===== src/rtl/hint_calculator.sv =====
// Mastermind-style hint engine: counts right-color/right-position (green) and
// right-color/wrong-position (yellow) pins using a sequential, one-compare-per-cycle walk.
module hint_calculator #(
  parameter int unsigned MAX_PINS = 20,
  parameter int unsigned COLOR_W  = 5,
  parameter int unsigned POS_W    = 5
) (
  input  logic                          clk,
  input  logic                          nreset,
  input  logic                          start,
  input  logic [POS_W-1:0]              pins_count,
  input  logic [MAX_PINS*COLOR_W-1:0]   guess,
  input  logic [MAX_PINS*COLOR_W-1:0]   secret,
  output logic                          busy,
  output logic                          done,
  output logic [POS_W-1:0]              green,
  output logic [POS_W-1:0]              yellow
);

  localparam logic [1:0] IDLE   = 2'd0;
  localparam logic [1:0] GREEN  = 2'd1;
  localparam logic [1:0] YELLOW = 2'd2;
  localparam logic [1:0] DONE   = 2'd3;

  logic [1:0]          state, state_nxt;
  logic [POS_W-1:0]    i, i_nxt;
  logic [POS_W-1:0]    j, j_nxt;
  logic [POS_W-1:0]    n;
  logic [POS_W-1:0]    green_nxt, yellow_nxt;
  logic [MAX_PINS-1:0] analyzed_guess, analyzed_guess_nxt;
  logic [MAX_PINS-1:0] analyzed_secret, analyzed_secret_nxt;
  logic [COLOR_W-1:0]  guess_q  [MAX_PINS];
  logic [COLOR_W-1:0]  secret_q [MAX_PINS];

  logic [POS_W-1:0]    n_in;
  logic [POS_W-1:0]    last;
  logic                capture;
  logic                advance;
  logic                i_last;
  logic                pos_match;
  logic                cross_match;

  // Requested pin count saturates at the physical pin count.
  assign n_in        = (pins_count > POS_W'(MAX_PINS)) ? POS_W'(MAX_PINS) : pins_count;
  assign last        = n - POS_W'(1);
  assign i_last      = (i == last);
  assign pos_match   = (guess_q[i] == secret_q[i]);
  assign cross_match = (guess_q[i] == secret_q[j]);

  // Next-state and datapath update.
  always_comb begin
    state_nxt           = state;
    i_nxt               = i;
    j_nxt               = j;
    green_nxt           = green;
    yellow_nxt          = yellow;
    analyzed_guess_nxt  = analyzed_guess;
    analyzed_secret_nxt = analyzed_secret;
    capture             = 1'b0;
    advance             = 1'b0;

    case (state)
      IDLE: begin
        if (start) begin
          capture             = 1'b1;
          green_nxt           = '0;
          yellow_nxt          = '0;
          analyzed_guess_nxt  = '0;
          analyzed_secret_nxt = '0;
          i_nxt               = '0;
          j_nxt               = '0;
          state_nxt           = (n_in == '0) ? DONE : GREEN;
        end
      end
      GREEN: begin
        if (pos_match) begin
          green_nxt              = green + POS_W'(1);
          analyzed_guess_nxt[i]  = 1'b1;
          analyzed_secret_nxt[i] = 1'b1;
        end
        if (i_last) begin
          state_nxt = YELLOW;
          i_nxt     = '0;
          j_nxt     = '0;
        end else begin
          i_nxt = i + POS_W'(1);
        end
      end
      YELLOW: begin
        // Secret pins already claimed (green or earlier yellow) never match again.
        if (analyzed_guess[i]) begin
          advance = 1'b1;
        end else if (cross_match && !analyzed_secret[j]) begin
          yellow_nxt             = yellow + POS_W'(1);
          analyzed_secret_nxt[j] = 1'b1;
          advance                = 1'b1;
        end else if (j != last) begin
          j_nxt = j + POS_W'(1);
        end else begin
          advance = 1'b1;
        end
        if (advance) begin
          j_nxt = '0;
          if (i_last) begin
            state_nxt = DONE;
            i_nxt     = '0;
          end else begin
            i_nxt = i + POS_W'(1);
          end
        end
      end
      DONE: state_nxt = IDLE;
      default: state_nxt = IDLE;
    endcase
  end

  always_ff @(posedge clk or negedge nreset) begin
    if (!nreset) begin
      state           <= IDLE;
      i               <= '0;
      j               <= '0;
      n               <= '0;
      busy            <= 1'b0;
      done            <= 1'b0;
      green           <= '0;
      yellow          <= '0;
      analyzed_guess  <= '0;
      analyzed_secret <= '0;
      for (int unsigned k = 0; k < MAX_PINS; k++) begin
        guess_q[k]  <= '0;
        secret_q[k] <= '0;
      end
    end else begin
      state           <= state_nxt;
      i               <= i_nxt;
      j               <= j_nxt;
      busy            <= (state_nxt != IDLE);
      done            <= (state_nxt == DONE);
      green           <= green_nxt;
      yellow          <= yellow_nxt;
      analyzed_guess  <= analyzed_guess_nxt;
      analyzed_secret <= analyzed_secret_nxt;
      if (capture) begin
        n <= n_in;
        for (int unsigned k = 0; k < MAX_PINS; k++) begin
          guess_q[k]  <= guess[k*COLOR_W +: COLOR_W];
          secret_q[k] <= secret[k*COLOR_W +: COLOR_W];
        end
      end
    end
  end

endmodule

===== config.mk =====
export PLATFORM = sky130hd
export DESIGN_NAME = hint_calculator
export DESIGN_NICKNAME = d
export VERILOG_FILES = /design/src/rtl/hint_calculator.sv
export SDC_FILE = /design/constraint.sdc
export NUM_CORES = 1
export LEC_CHECK = 0
export ABC_CLOCK_PERIOD_IN_PS = 4700
export CAP_MARGIN = 20
export CORE_MARGIN = 2
export CORE_UTILIZATION = 28
export CTS_CLUSTER_DIAMETER = 80
export DETAILED_ROUTE_END_ITERATION = 7
export PLACE_DENSITY = 0.48
export SLEW_MARGIN = 15
export SYNTH_ARGS = -nofsm -noshare
export SYNTH_HDL_FRONTEND = slang
export SYNTH_SLANG_ARGS = --single-unit

===== constraint.sdc =====
create_clock -name clk -period 4.7 [get_ports clk]
set_input_delay 0.47 -clock clk [delete_from_list [all_inputs] [get_ports clk]]
set_output_delay 0.47 -clock clk [all_outputs]
set_load 0.1 [all_outputs]

==> run summary, run 1 <==
The post-layout minimum cycle time works out to 4.17 ns. For the worst-skew pair, the clock arrives at the later sink with an insertion delay of 0.54 ns. After detailed routing, the total wire length is 44.5 mm. The number of nets handed over by synthesis was 1330. At the end of routability-driven placement, the weighted congestion stood at 0.809.

In this run, the combinational gates consume 42.4% of the power. The die width is 230 µm. Port buffering added 219 buffers. The via count was 10000. The tools report the wire length of the first global-routing pass as 68.4 mm.

Relative contribution of sequential cells to total power: 35.0%. The cell area power density was 653 nW/µm². The layout overhead on the synthesized area is 28.5%, and the final core utilization is 36.5%. The fraction of layout cells with a size suffix above 1 is 28.7%, and the worst endpoint data arrival time is 4.57 ns.

The mean instance size in the synthesized netlist was 12.9 µm²; the floorplan row count was 82. The H-tree depth reported by CTS came out at 2. The Yosys step of the flow raised 0 warnings.

The logs give 10700 for the via count of the first global-routing pass and 0 for the number of routed nets with antenna violations. Between clock sinks in the finished design, the worst skew comes to 0.0210 ns. After global routing the overflow that remains totals 0. The run gives 17.1% as the global routing usage summed across all routing layers. Entering global routing, the biggest net connects 128 pins. In the synthesized netlist the dominant register cell turns out to be sky130_fd_sc_hd__dfrtp_1. Initial antenna violation count: 2.

The start-to-end type of the worst setup path was register to register. The run gives 28.4% as the effective utilization at floorplan. 220 I/O pins were placed. The kind of path behind the tightest hold check is primary input to asynchronous set/reset pin. The proportion of synthesized flip-flops having asynchronous set or reset is 100%, and the internal power component is 7.46 mW. The number of pins with negative max-slew slack in the final report was 0.

Setup violations remaining at the end of the flow were counted as 0. Leaving out filler cells and counting taps, the final layout contains 2008. After routing, the total negative slack on setup checks comes to 0 ns. In the layout the commonest cells are sky130_fd_sc_hd__dfrtp_1 (266), sky130_fd_sc_hd__clkdlybuf4s50_1 (218), sky130_fd_sc_hd__mux2_2 (204), sky130_fd_sc_hd__mux2i_1 (69), sky130_fd_sc_hd__nor2_1 (60).

The worst voltage drop across the vdd grid is 0.000226 V, and the length of the first detailed-routing pass in iterations is 5. The worst pin sits at a relative slew slack of 25.8%. The count of unresolved DRC violations after routing was 0; the achievable frequency was 0.240 GHz. The repair_antennas step left the layout with diodes totalling 0. The clock tree root buffer cell is sky130_fd_sc_hd__clkbuf_16.

The kind of launch point of the worst setup path is a register. In this run the deepest clock path goes through 3 buffers. TritonCTS built the clock tree. Max-cap violations in this run came to 0.

The critical path starts at i[0]. For this block, the initial DRC count from the detailed router was 669. After synthesis the cells add up to 14200 µm².

The count of flip-flops with a built-in enable after synthesis is 0. Count of different cell masters after synthesis: 68. For the reported leakage power, the log shows 7.12 nW. The detailed placement HPWL is 32.4 mm. Setup repair after global routing left no endpoint under its margin. The number of clock buffers inserted by TritonCTS was 35; the worst-path maximum fanout was 33. The number of setup buffers added after CTS is 0.

The flip-flop and latch count after synthesis works out to 269. The clock net in this run drives a total of 269 sinks. The height of the chip was 230 µm; the average wire per standard cell was 22.2 µm.

Leaving out fill and tap cells, the most frequent cell in the layout is sky130_fd_sc_hd__dfrtp_1. The core region is 50200 µm². The worst register-to-register path begins at i[0].

For this run, the register share of the synthesized area comes to 47.3%. The run finished with clean final reports. Of the total power, the share spent switching nets is 37.6%. The clock slew seen by the registers of the worst setup and hold paths is 0.05 ns, and the post-layout net count is 1534. For the worst setup path, the data required time is 5.09 ns. The logs give 0 for the total count of hold-check failures in the final report and 22.6% for the share of power burned in the clock network. After technology mapping, the gate count stands at 1107.

Final critical-path share of the clock period: 88.8%. For this design the total switching power over the nets is 4.48 mW. STA classifies the critical path endpoint as a register. The number of placed instances, taps included, is 1945.

The die covers 52700 µm². The per-cell via count in the routed design was 5.00; the transition time at the pin with the least slew margin was 1.11 ns.
==> layer usage <==
layer	up-vias	global-route usage, %	routed length [µm]
met5	-	0	25
met4	4	4.99	1050
met3	61	3.87	2590
met2	288	27.6	20900
met1	5144	22.8	19900
li1	4547	-	-
==> power groups by stage <==
stage / clock (mW) / sequential [mW] / combinational, mW
2_1_floorplan: 0 / 3.95 / 3.78
3_3_place_gp: 0 / 4.22 / 5.04
3_5_place_dp: 0 / 4.23 / 5.10
4_1_cts: 2.79 / 4.20 / 5.12
6_report: 2.70 / 4.18 / 5.06
5_1_grt: 2.89 / 4.33 / 5.47
==> state kept, by name (all words and copies together) (netlist names) <==
signal	count
analyzed_guess	20
analyzed_secret	20
busy	1
done	1
green	5
guess_q	100
i	5
j	5
n	5
secret_q	100
state	2
yellow	5
==> synthesized netlist by cell type (3+ instances only) <==
| library cell | number | area share, % |
|---|---|---|
| sky130_fd_sc_hd__xor2_1 | 8 | 0.49 |
| sky130_fd_sc_hd__a21o_1 | 3 | 0.16 |
| sky130_fd_sc_hd__nor4_1 | 4 | 0.18 |
| sky130_fd_sc_hd__xnor2_1 | 13 | 0.80 |
| sky130_fd_sc_hd__and2_1 | 4 | 0.18 |
| sky130_fd_sc_hd__a31oi_1 | 5 | 0.22 |
| sky130_fd_sc_hd__mux2i_1 | 69 | 4.9 |
| sky130_fd_sc_hd__nand4_1 | 3 | 0.13 |
| sky130_fd_sc_hd__inv_1 | 35 | 0.92 |
| sky130_fd_sc_hd__nor2b_1 | 10 | 0.44 |
| sky130_fd_sc_hd__o311ai_0 | 3 | 0.18 |
| sky130_fd_sc_hd__mux2_2 | 204 | 16 |
| sky130_fd_sc_hd__nor2_1 | 61 | 1.6 |
| sky130_fd_sc_hd__nand2b_1 | 8 | 0.35 |
| sky130_fd_sc_hd__clkbuf_1 | 39 | 1.0 |
| sky130_fd_sc_hd__nand3_1 | 17 | 0.60 |
| sky130_fd_sc_hd__dfrtp_1 | 269 | 47 |
| sky130_fd_sc_hd__a211oi_2 | 22 | 1.9 |
| sky130_fd_sc_hd__mux4_1 | 3 | 0.55 |
| sky130_fd_sc_hd__or2_2 | 6 | 0.26 |
| sky130_fd_sc_hd__mux4_2 | 53 | 8.4 |
| sky130_fd_sc_hd__a31o_2 | 3 | 0.18 |
| sky130_fd_sc_hd__or4_1 | 5 | 0.26 |
| sky130_fd_sc_hd__and3_1 | 4 | 0.18 |
| sky130_fd_sc_hd__ha_1 | 15 | 1.3 |
| sky130_fd_sc_hd__a2111oi_0 | 4 | 0.25 |
| sky130_fd_sc_hd__buf_4 | 6 | 0.32 |
| sky130_fd_sc_hd__nor3_1 | 5 | 0.18 |
| sky130_fd_sc_hd__o22ai_1 | 32 | 1.4 |
| sky130_fd_sc_hd__buf_2 | 20 | 0.70 |
| sky130_fd_sc_hd__a21oi_1 | 9 | 0.32 |
| sky130_fd_sc_hd__buf_6 | 9 | 0.71 |
| sky130_fd_sc_hd__or3_1 | 4 | 0.18 |
| sky130_fd_sc_hd__o21ai_1 | 6 | 0.21 |
| sky130_fd_sc_hd__a41oi_1 | 20 | 1.2 |
| sky130_fd_sc_hd__o32ai_1 | 3 | 0.18 |
| sky130_fd_sc_hd__nand2_1 | 51 | 1.3 |
| sky130_fd_sc_hd__a22oi_1 | 9 | 0.47 |
| sky130_fd_sc_hd__o211ai_1 | 5 | 0.26 |
| sky130_fd_sc_hd__a211oi_1 | 9 | 0.47 |
| sky130_fd_sc_hd__o21ai_0 | 14 | 0.49 |
==> cells by family (layout without fill, tap and decap cells) <==
group	Yosys count	count (layout)	share of synthesized area, %
flops	269	269	47.3
mux	330	330	30.0
simple gates	193	193	6.78
compound gates	163	163	9.21
xor+xnor	23	23	1.52
fa+ha+maj	15	15	1.32
buf+inv	114	343	3.89
==> metrics by stage <==
| step | hold slack, ns | total power, mW | setup slack, ns | area, µm² |
|---|---|---|---|---|
| floorplan | 0.174 | 7.73 | 1.72 | 14200 |
| global placement | 0.476 | 9.27 | 0.475 | 17100 |
| detailed placement | 0.489 | 9.33 | 0.519 | 17100 |
| CTS | 0.503 | 12.1 | 0.507 | 18300 |
| global route | 0.515 | 12.7 | 0.228 | 18300 |
| finish | 0.475 | 11.9 | 0.529 | 18300 |
==> worst paths after layout <==
check	to	slack, ns	cells past startpoint
hold reg to reg	guess_q[78]	0.50	1
min in group clk	guess_q[78]	0.50	1
setup / recovery	analyzed_secret[6]	0.53	10
setup reg to reg	analyzed_secret[6]	0.53	10
hold / removal	secret_q[60]	0.47	2
max in group asynchronous	i[0]	2.93	3
==> cell type report <==
type                    count  area, µm²
multi-input cells         724       6960
clock inverters            10        115
inverters                  37        139
clock buffers              52       1050
well taps                 672        841
repair buffers            244       2450
fillers                  4901      31900
flip-flops and latches    269       6740
==> worst max-delay path, stage by stage (launching register included) <==
cell                        delay [ns]
sky130_fd_sc_hd__dfrtp_2          0.76
sky130_fd_sc_hd__buf_12           0.32
sky130_fd_sc_hd__mux4_2           0.55
sky130_fd_sc_hd__a2111oi_0        0.70
sky130_fd_sc_hd__o21ai_1          0.29
sky130_fd_sc_hd__xnor2_1          0.21
sky130_fd_sc_hd__nand2_1          0.13
sky130_fd_sc_hd__o31a_1           0.35
sky130_fd_sc_hd__nor4b_4          0.21
sky130_fd_sc_hd__buf_4            0.37
sky130_fd_sc_hd__a211oi_2         0.08
==> timing repair <==
item | in CTS | in global routing
gates resized for setup | 0 | 0
hold endpoints to repair | 77 | 0
hold buffers | 1 | 0
No activity file was read; power rests on OpenSTA's default activity.
==> inputs of run 2 (changes only) <==
--- a/config.mk
+++ b/config.mk
@@ -11,7 +11,8 @@
 export CORE_UTILIZATION = 28
 export CTS_CLUSTER_DIAMETER = 80
 export DETAILED_ROUTE_END_ITERATION = 7
-export PLACE_DENSITY = 0.48
+export PLACE_DENSITY = 0.58
+export SETUP_SLACK_MARGIN = 0.1
 export SLEW_MARGIN = 15
 export SYNTH_ARGS = -nofsm -noshare
 export SYNTH_HDL_FRONTEND = slang
==> constraint.sdc (replaced) <==
create_clock -name clk -period 4.7 [get_ports clk]
set_input_delay 1.41 -clock clk [delete_from_list [all_inputs] [get_ports clk]]
set_output_delay 1.41 -clock clk [all_outputs]
set_load 0.1 [all_outputs]
==> run 2 against run 1 <==
  * Cell area decreased by 0.14%
  * Wire length shrank 3.3%
  * Worst hold slack improved by 0.025 ns
  * Sequential share of layout area grew 0.053 points
  * Clock-buffer cell count shrank 10
  * Worst setup slack better by 0.10 ns
  * Sequential cell count is the same
  * Core utilization decreased by 0.052 points
  * Die area unchanged
  * Maximum frequency increased by 2.5%
  * Via count grew 1.3%
  * Highest routed layer unchanged
==> run summary, run 2 (synthesis gave the netlist of run 1 again) <==
Accumulated negative setup slack: 0 ns. Setup repair after global routing left no endpoint under its margin. For this block, the routed nets add up to 43.1 mm of wire.

The achievable frequency is 0.246 GHz, and the die outline area is 52700 µm². The wire length of the first global-routing pass is 66.5 mm, and the post-layout net count is 1539. After floorplanning, the core was divided into 82 placement rows.

The detailed placement HPWL is 32.1 mm, and the final critical-path share of the clock period is 86.6%. The run gives 4.51 ns as the worst endpoint data arrival time. The number of gates resized after cts is 0. The most common cell after layout, fill and taps aside was sky130_fd_sc_hd__dfrtp_1. In the final layout, the registers with the most flip-flops are guess_q x100, secret_q x100. Across the run, the number of max-cap violations was 0. The detail route stage leaves a number of antenna-violating nets equal to 0. The highest metal layer carrying signal wires in the routed design is met5. For the total count of hold-check failures in the final report, the log shows 0. Traced cell by cell, the critical path runs through or4b_1 -> o22ai_1 -> a211oi_1 -> nand2_1 -> xnor2_2 -> nand3_2 -> o41a_4 -> nor4b_4 -> buf_4 -> a211oi_2. The H-tree depth reported by CTS came out at 1. For this run, the total global-route usage over all layers was measured as 16.3%.

The number of antenna diodes in the final layout is 0. The die width is 230 µm. The initial antenna violation count is 2, and the worst-skew pair later-pin latency is 0.57 ns. TritonCTS built the clock tree. The longest clock path from root to sink contains 3 buffers.

The fraction of layout cells with a size suffix above 1 is 29.1%, and the worst hold slack after final layout is 0.500 ns. VDD sags by at most 0.000276 V. Worst path buffer plus inverter count: 1. After detailed routing, the met3 layer carries 2.98 mm of wire.

The endpoint type of the worst setup path is a register. Clock tree synthesis inserted a total of 30 buffers. STA classifies the critical path startpoint as a register. The tools report the worst clock skew on the final layout as 0.0115 ns. The area of the core region came out at 50200 µm². The worst-path maximum fanout works out to 27. The reported leakage power came out at 7.11 nW. Buffers added to address setup during post-CTS repair amount to 0.

Leaving out fill and tap cells, the most frequent cells in the layout are sky130_fd_sc_hd__dfrtp_1 (266), sky130_fd_sc_hd__clkdlybuf4s50_1 (218), sky130_fd_sc_hd__mux2_2 (204), sky130_fd_sc_hd__mux2i_1 (69), sky130_fd_sc_hd__nor2_1 (61). The run gives 0.886 as the placer's final routability congestion estimate. Counting every sink on the clock net gives 269.

The first routing iteration left 803 violations. After detailed routing, the average wire length per cell comes to 21.4 µm. For this run, the slowest stage of the critical path takes 0.93 ns.

The layout overhead on the synthesized area was 28.3%. The flow ran to the end, and the final reports show no timing, DRC or antenna violations. For the maximum number of pins on one net before global-route repair, the log shows 111.

The number of filler instances in the final layout was 4898. The critical path in this run is classified as register to register. The tools report the worst max-slew margin expressed relative to the limit as 28.9%. Quantity of hold-fixing buffers added after cts: 0. Setup violations remaining at the end of the flow were counted as 0.

For the effective utilization at floorplan, the log shows 28.4%. The clock tree root buffer cell was sky130_fd_sc_hd__clkbuf_16. The run gives 0 as the number of pins with negative max-slew slack in the final report.

The kind of cell with the highest combined delay along the critical path is compound AO/OA/AOI/OAI gates. The routed length on met2 was 20.6 mm; the count of unresolved DRC violations after routing was 0. At the pin with the least slew margin, the transition time is 1.06 ns. The worst-path cell with the longest stage delay was sky130_fd_sc_hd__dfrtp_1. The via count is 10200. In this run the tool buffered the top-level ports with 219 buffer cells. After global routing the overflow that remains totals 0.

In this run the worst hold path is classified as register to register. The run gives 5 as the length of the first detailed-routing pass in iterations. The post-layout minimum cycle time was 4.07 ns. For this block, wires on met1 add up to 18.6 mm.

Power spread over the standard cell area amounts to 642 nW/µm². The clock slew seen by the registers of the worst setup and hold paths is 0.06 ns, and the required time of the critical path is 5.14 ns. Per-cell via count in the routed design: 5.06. For this design the top-level I/O count stands at 220. The tools report the final design instance area without fill as 18300 µm². The via count of the first global-routing pass came out at 10600. Measured along the y axis, the die boundary spans 230 µm.

Summing all placed instances gives a cell area of 17200 µm².
run 2: worst paths after layout:
| path | from | slack (ns) | to | cells after the start |
|---|---|---|---|---|
| setup / recovery | i[2] | 0.63 | analyzed_secret[14] | 10 |
| hold / removal | analyzed_guess[18] | 0.50 | analyzed_guess[18] | 2 |
| setup reg to reg | i[2] | 0.63 | analyzed_secret[14] | 10 |
| hold reg to reg | analyzed_guess[18] | 0.50 | analyzed_guess[18] | 2 |
| max in group asynchronous | nreset | 2.85 | guess_q[12] | 2 |
| min in group asynchronous | nreset | 0.91 | secret_q[73] | 1 |
run 2: report_power, final:
group,switching [mW],internal (mW),leakage (nW),total (mW)
clock network,0.982,1.49,0.514,2.47
registers,0.898,3.32,3.28,4.21
logic,2.53,2.52,3.31,5.05
run 2: stage by stage:
step	total power [mW]	setup slack (ns)	cells	util, %
2_1_floorplan	7.73	1.72	1107	-
3_3_place_gp	9.20	0.648	1956	34.3
3_5_place_dp	9.33	0.586	1956	34.3
4_1_cts	11.9	0.599	2010	36.4
5_1_grt	12.4	0.463	2010	36.4
6_report	11.7	0.629	2010	36.4
run 2: worst reg2reg max path: stages, from the launching register on:
cell and delay, ns:
sky130_fd_sc_hd__dfrtp_1 0.93, sky130_fd_sc_hd__or4b_1 0.56, sky130_fd_sc_hd__o22ai_1 0.22, sky130_fd_sc_hd__a211oi_1 0.43, sky130_fd_sc_hd__nand2_1 0.22, sky130_fd_sc_hd__xnor2_2 0.22
sky130_fd_sc_hd__nand3_2 0.13, sky130_fd_sc_hd__o41a_4 0.52, sky130_fd_sc_hd__nor4b_4 0.26, sky130_fd_sc_hd__buf_4 0.36, sky130_fd_sc_hd__a211oi_2 0.09
run 2: area by class of cell:
type | count | area (µm²) | area share, %
clock buffers | 42 | 897 | 4.91
clock inverters | 12 | 148 | 0.808
multi-input cells | 724 | 6960 | 38.1
flip-flops and latches | 269 | 6740 | 36.9
inverters | 37 | 139 | 0.760
well taps | 672 | 841 | 4.60
repair buffers | 254 | 2550 | 13.9
run 2: routing by layer:
metal  up-vias  GRT usage [%]
li1       4568              -
met1      5172           21.8
met2       364           26.9
met3        63           3.61
met4         4           3.86
met5         -              0
